**src/rtl/arm_dmem_ws.sv**
```systemverilog
// Data memory for the stalling/multicycle ARM core.
// req/ready/done handshake, WAIT wait states, word and byte (LDRB/STRB) access,
// with misaligned and out-of-range accesses reported on err.
//
// state | meaning
// ------+---------------------------------------------------------------
// IDLE  | ready=1, accepts req and latches the access
// BUSY  | counting down the wait states, ready=0
// RESP  | done=1 for one cycle; a store commits on the edge leaving RESP
module arm_dmem_ws #(
  parameter int    DATA_W    = 32,
  parameter int    DEPTH     = 64,
  parameter int    WAIT      = 2,
  parameter string INIT_FILE = ""
) (
  input  logic              clk,
  input  logic              reset_n,
  input  logic              req,
  input  logic              we,
  input  logic              byte_en,
  input  logic [31:0]       a,
  input  logic [DATA_W-1:0] wd,
  output logic              ready,
  output logic              done,
  output logic [DATA_W-1:0] rd,
  output logic              err
);

  localparam int NB = DATA_W / 8;
  localparam int LB = $clog2(NB);
  localparam int AW = $clog2(DEPTH);

  typedef enum logic [1:0] {
    IDLE = 2'd0,
    BUSY = 2'd1,
    RESP = 2'd2
  } state_t;

  state_t            state_q, state_d;
  logic [3:0]        cnt_q, cnt_d;
  logic [31:0]       a_q, a_d;
  logic              we_q, we_d;
  logic              be_q, be_d;
  logic [DATA_W-1:0] wd_q, wd_d;
  logic [DATA_W-1:0] rd_q, rd_d;
  logic              err_q, err_d;

  logic [DATA_W-1:0] mem_q [DEPTH];

  // Resolved access: live inputs while IDLE (needed when WAIT=0 goes straight
  // to RESP on the accept edge), latched copy in every other state.
  logic [31:0]       acc_a;
  logic              acc_we;
  logic              acc_be;
  logic [LB-1:0]     lane;
  logic [AW-1:0]     idx;
  logic              misaligned;
  logic              out_of_range;
  logic              fault;
  logic [DATA_W-1:0] word;
  logic [7:0]        byte_sel;
  logic [DATA_W-1:0] byte_ext;
  logic              mem_wr;
  logic [DATA_W-1:0] mem_wdata;
  logic              load_resp;

  // Decode the current access: lane/index, fault detection and read data.
  always_comb begin
    acc_a        = (state_q == IDLE) ? a       : a_q;
    acc_we       = (state_q == IDLE) ? we      : we_q;
    acc_be       = (state_q == IDLE) ? byte_en : be_q;
    lane         = acc_a[LB-1:0];
    idx          = acc_a[LB +: AW];
    misaligned   = ~acc_be & (lane != '0);
    // The index compare only matters for non-power-of-two DEPTH.
    out_of_range = (32'(idx) >= 32'(DEPTH)) | ((acc_a >> (LB + AW)) != 32'd0);
    fault        = misaligned | out_of_range;
    word         = mem_q[idx];
    byte_sel     = word[{lane, 3'b000} +: 8];
    byte_ext     = {{(DATA_W-8){1'b0}}, byte_sel};
  end

  // Store data: read-modify-write merges a byte store into the existing word.
  always_comb begin
    mem_wdata = word;
    for (int i = 0; i < NB; i++) begin
      if (!acc_be) begin
        mem_wdata[8*i +: 8] = wd_q[8*i +: 8];
      end else if (lane == LB'(i)) begin
        mem_wdata[8*i +: 8] = wd_q[7:0];
      end
    end
    mem_wr = (state_q == RESP) & we_q & ~fault;
  end

  // Memory array: no reset; a store lands on the edge that leaves RESP.
  always_ff @(posedge clk) begin
    if (mem_wr) begin
      mem_q[idx] <= mem_wdata;
    end
  end

  // Next-state, handshake outputs and response capture.
  always_comb begin
    state_d   = state_q;
    cnt_d     = cnt_q;
    a_d       = a_q;
    we_d      = we_q;
    be_d      = be_q;
    wd_d      = wd_q;
    rd_d      = rd_q;
    err_d     = err_q;
    ready     = 1'b0;
    done      = 1'b0;
    load_resp = 1'b0;

    case (state_q)
      IDLE: begin
        ready = 1'b1;
        if (req) begin
          a_d   = a;
          we_d  = we;
          be_d  = byte_en;
          wd_d  = wd;
          cnt_d = 4'(WAIT);
          if (WAIT == 0) begin
            state_d   = RESP;
            load_resp = 1'b1;
          end else begin
            state_d = BUSY;
          end
        end
      end
      BUSY: begin
        cnt_d = cnt_q - 4'd1;
        if (cnt_q == 4'd1) begin
          state_d   = RESP;
          load_resp = 1'b1;
        end
      end
      RESP: begin
        done    = 1'b1;
        state_d = IDLE;
      end
      default: begin
        state_d = IDLE;
      end
    endcase

    // rd/err are captured on the edge entering RESP and held until the next one.
    if (load_resp) begin
      err_d = fault;
      if (fault || acc_we) begin
        rd_d = '0;
      end else if (acc_be) begin
        rd_d = byte_ext;
      end else begin
        rd_d = word;
      end
    end
  end

  // State and latched-request registers; reset aborts any access in flight.
  always_ff @(posedge clk or negedge reset_n) begin
    if (!reset_n) begin
      state_q <= IDLE;
      cnt_q   <= '0;
      a_q     <= '0;
      we_q    <= 1'b0;
      be_q    <= 1'b0;
      wd_q    <= '0;
      rd_q    <= '0;
      err_q   <= 1'b0;
    end else begin
      state_q <= state_d;
      cnt_q   <= cnt_d;
      a_q     <= a_d;
      we_q    <= we_d;
      be_q    <= be_d;
      wd_q    <= wd_d;
      rd_q    <= rd_d;
      err_q   <= err_d;
    end
  end

  assign rd  = rd_q;
  assign err = err_q & done;

endmodule

```
**config.mk**
```make
export PLATFORM = sky130hd
export DESIGN_NAME = arm_dmem_ws
export DESIGN_NICKNAME = d
export VERILOG_FILES = /design/src/rtl/arm_dmem_ws.sv
export SDC_FILE = /design/constraint.sdc
export NUM_CORES = 2
export LEC_CHECK = 0
export BUFFER_PORTS_ARGS = -buffer_cell sky130_fd_sc_hd__buf_4
export CAP_MARGIN = 20
export CORE_MARGIN = 2
export CORE_UTILIZATION = 50
export DETAILED_ROUTE_END_ITERATION = 12
export HOLD_SLACK_MARGIN = 0.02
export PLACE_DENSITY_LB_ADDON = 0.1
export SLEW_MARGIN = 20
export SYNTH_ARGS = -nofsm -noshare
export SYNTH_HDL_FRONTEND = slang
export SYNTH_SLANG_ARGS = --single-unit
```
**constraint.sdc**
```tcl
create_clock -name clk -period 7.7 [get_ports clk]
set_input_delay 0.385 -clock clk [delete_from_list [all_inputs] [get_ports clk]]
set_output_delay 0.385 -clock clk [all_outputs]
set_load 0.03 [all_outputs]
```
==> results.sh <==
export IMPL_status="finished, final reports clean"
export IMPL_ir_drop_v=0.000457
export IMPL_rsz0062_at_grt="false"
export IMPL_setup_viol=0
export IMPL_synth_top_family_by_area="compound AO/OA/AOI/OAI gates"
export IMPL_synth_edf_count=2048
export IMPL_synth_fa_ha_area_share_pct=0.0307
export IMPL_grt_pass1_wl_mm=447
export IMPL_relSlewSlack_pct=15.1
export IMPL_path_delay_family="compound AO/OA/AOI/OAI gates"
export IMPL_ys_async_sr_fraction_pct=4.88
export IMPL_cp_slowest_cell="mux2_2"
export IMPL_r2r_cells=13
export IMPL_fin_skew_ns=0.0398
export IMPL_synth_warnings=0
export IMPL_clk_pin_slew_ns=0.06
export IMPL_ctsLongestPathBuffers=3
export IMPL_cpMostUsedCell="buf_4"
export IMPL_rows=148
export IMPL_arrival_ns=6.87
export IMPL_detail_route_antenna_nets=0
export IMPL_ys_types=90
export IMPL_post_dp_hpwl_mm=195
export IMPL_cts_buffers=213
export IMPL_ys_ff_latch=2153
export IMPL_final_common_cell="edfxtp_1"
export IMPL_required_ns=8.21
export IMPL_synth_compound_area_share_pct=11.9
export IMPL_critical_path_depth=13
export IMPL_netlist_area_um2=81400
export IMPL_yosysSeqAreaShare_pct=78.8
export IMPL_tritoncts="yes"
export IMPL_final_cell_mix="2048 x edfxtp_1, 745 x o22ai_1, 567 x nand2_1"
export IMPL_crit_path_end="mem_q[18][14]"
export IMPL_syn_avg_cell_area_um2=15.7
export IMPL_critPathBufInv=4
export IMPL_vias_per_cell=7.14
export IMPL_reg2reg_to="mem_q[18][14]"
export IMPL_hold_violations=0
export IMPL_worstReg2RegStart="state_q[0]"
export IMPL_dp_cells=7388
export IMPL_max_freq_mhz=157
export IMPL_fin_crit_ns=6.36
export IMPL_synth_simple_gate_area_share_pct=6.22
export IMPL_cp_startpoint="state_q[0]"
export IMPL_num_vias=56100
export IMPL_htreeDepth=4
export IMPL_crit_path_end_kind="register"
export IMPL_cap_viol_max_count=0
export IMPL_synthCells=5191
export IMPL_drt_first_pass_iters=8
export IMPL_crit_chain="buf_4, or2_2, inv_2, a21oi_4, buf_4, buf_4, o221ai_1, o21ai_0, a21oi_1, nor4_1, nand4_1, o21ai_1, mux2_2"
export IMPL_cts_resized=0
export IMPL_track_usage_pct=39.6
export IMPL_grt_overflow=0
export IMPL_area_growth_pct=15.4
export IMPL_synth_main_ff_cell="edfxtp_1"
export IMPL_drcViolationCount=0
export IMPL_clk_latency_ns=0.90
export IMPL_dieArea_um2=166000
export IMPL_worst_pin_slew_ns=1.26
export IMPL_die_width_um=408
export IMPL_portBuffers=103
export IMPL_final_nets=5573
export IMPL_place_congestion=0.972
export IMPL_die_h_um=408
export IMPL_finalSetupTns_ns=0
export IMPL_drt_total_wl_mm=333
export IMPL_synthMuxAreaShare_pct=0.813
export IMPL_grt_pass1_vias=51800
export IMPL_syn_nets=5262
export IMPL_cts_post_setup_buffers_inserted=0
export IMPL_finalNonFillerCells=7865
export IMPL_fin_crit_sh_pct=82.6
export IMPL_clock_sinks=2153
export IMPL_cts_root_buf="clkbuf_16"
export IMPL_grt_start_max_net_pins=77
export IMPL_boundaryPins=104
export IMPL_antenna_found_initial=27
export IMPL_start_util_pct=50.2
export IMPL_crit_type="register to register"
export IMPL_min_path_type="primary input to async pin"
export IMPL_leakagePower_nw=30.5
export IMPL_start_kind="register"
export IMPL_fp_coreArea_um2=162000
export IMPL_drive_gt1_share_pct=14.5
export IMPL_drtIter0Drc=10500
export IMPL_synth_xor_area_share_pct=0
export IMPL_power_density_nw_per_um2=475
export IMPL_rrSetupSlack_ns=1.34
export IMPL_maxSlewViolCount=0
export IMPL_wire_per_inst_um=42.4
export IMPL_critPathMaxFanout=64
export IMPL_crit_path_max_incr_delay_ns=0.91
[synthesized netlist by cell type (17+ instances only)]
master	n	area, um2
a32oi_1	59	517
o21ai_1	32	160
a211oi_1	33	248
nand2_1	570	2140
o21ai_0	131	656
o211ai_1	26	195
dfrtp_1	105	2630
and3_1	27	169
nand4_1	24	150
a22o_1	17	149
buf_6	19	214
o22ai_1	745	4660
mux2i_1	49	490
nor4_1	65	407
a31oi_1	52	325
edfxtp_1	2048	61500
clkbuf_1	96	360
a21oi_1	166	831
nand3_1	93	465
buf_1	29	109
nor3_1	66	330
o221ai_1	36	315
nor2_1	228	856
buf_4	37	278
buf_2	161	806
a22oi_1	28	210
[per-layer routing]
metal / vias up / part of all wire [%] / GRT usage (%)
met1: 28500 / 36 / 53.7
met5: - / 0.10 / 0.0575
met3: 1062 / 15 / 13.4
met4: 39 / 6.7 / 21.4
met2: 5016 / 42 / 56.4
li1: 21600 / - / -
[how the worst min path moves through the flow]
stage               cells after the start       to  slack [ns]     from
floorplan                               0   a_q[0]        0.09  reset_n
global placement                        2  a_q[15]        0.46  a_q[15]
detailed placement                      2  a_q[21]        0.46  a_q[21]
CTS                                     2  a_q[13]        0.11  reset_n
global route                            4  wd_q[3]        0.18      req
finish                                  2  a_q[19]        0.14  reset_n
[kinds of logic (layout without fill, tap and decap cells)]
group	Yosys count	after routing
other	0	9
buffers and inverters	356	846
adders and majority gates	2	2
DFF	2153	2153
muxes	64	64
AOI/OAI and AO/OA	1470	1470
and+or+nand+nor	1146	1146
[what timing repair did]
action / CTS / global route
endpoints found under the hold margin: 114 / 0
hold buffers: 71 / 0
setup endpoints to repair: 0 / 0
[stage by stage]
stage	hold slack [ns]	worst slack, ns	total power, W	util [%]	cell area (um2)
after global routing	0.177	1.28	0.0452	57.9	94000
after floorplan	0.0894	2.06	0.0259	-	81400
after global placement	0.462	1.81	0.0335	53.2	86300
after CTS	0.106	1.62	0.0437	57.9	93900
final	0.136	1.34	0.0446	57.9	94000
after detailed placement	0.465	1.66	0.0337	53.3	86500
[report_power, final]
part | leakage, nW | switching, W | internal (W)
Sequential | 19.8 | 0.000529 | 0.0172
Clock | 3.27 | 0.00458 | 0.00553
Combinational | 7.42 | 0.0132 | 0.00357
[state kept, by name (all words and copies together), names as in the netlist]
signal,count
cnt_q,4
a_q,32
we_q,1
mem_q,2048
err_q,1
be_q,1
rd,32
wd_q,32
state_q,2
[layout make-up]
cell class              count  area [um2]
fillers                 12400       68200
flip-flops and latches   2153       64100
multi-input cells        2682       16400
clock buffers             268        5590
repair buffers            439        4010
well taps                2175        2720
clock inverters           126        1100
inverters                  13        48.8
diodes                      9        22.5
Power figures use the tool's default switching activity.
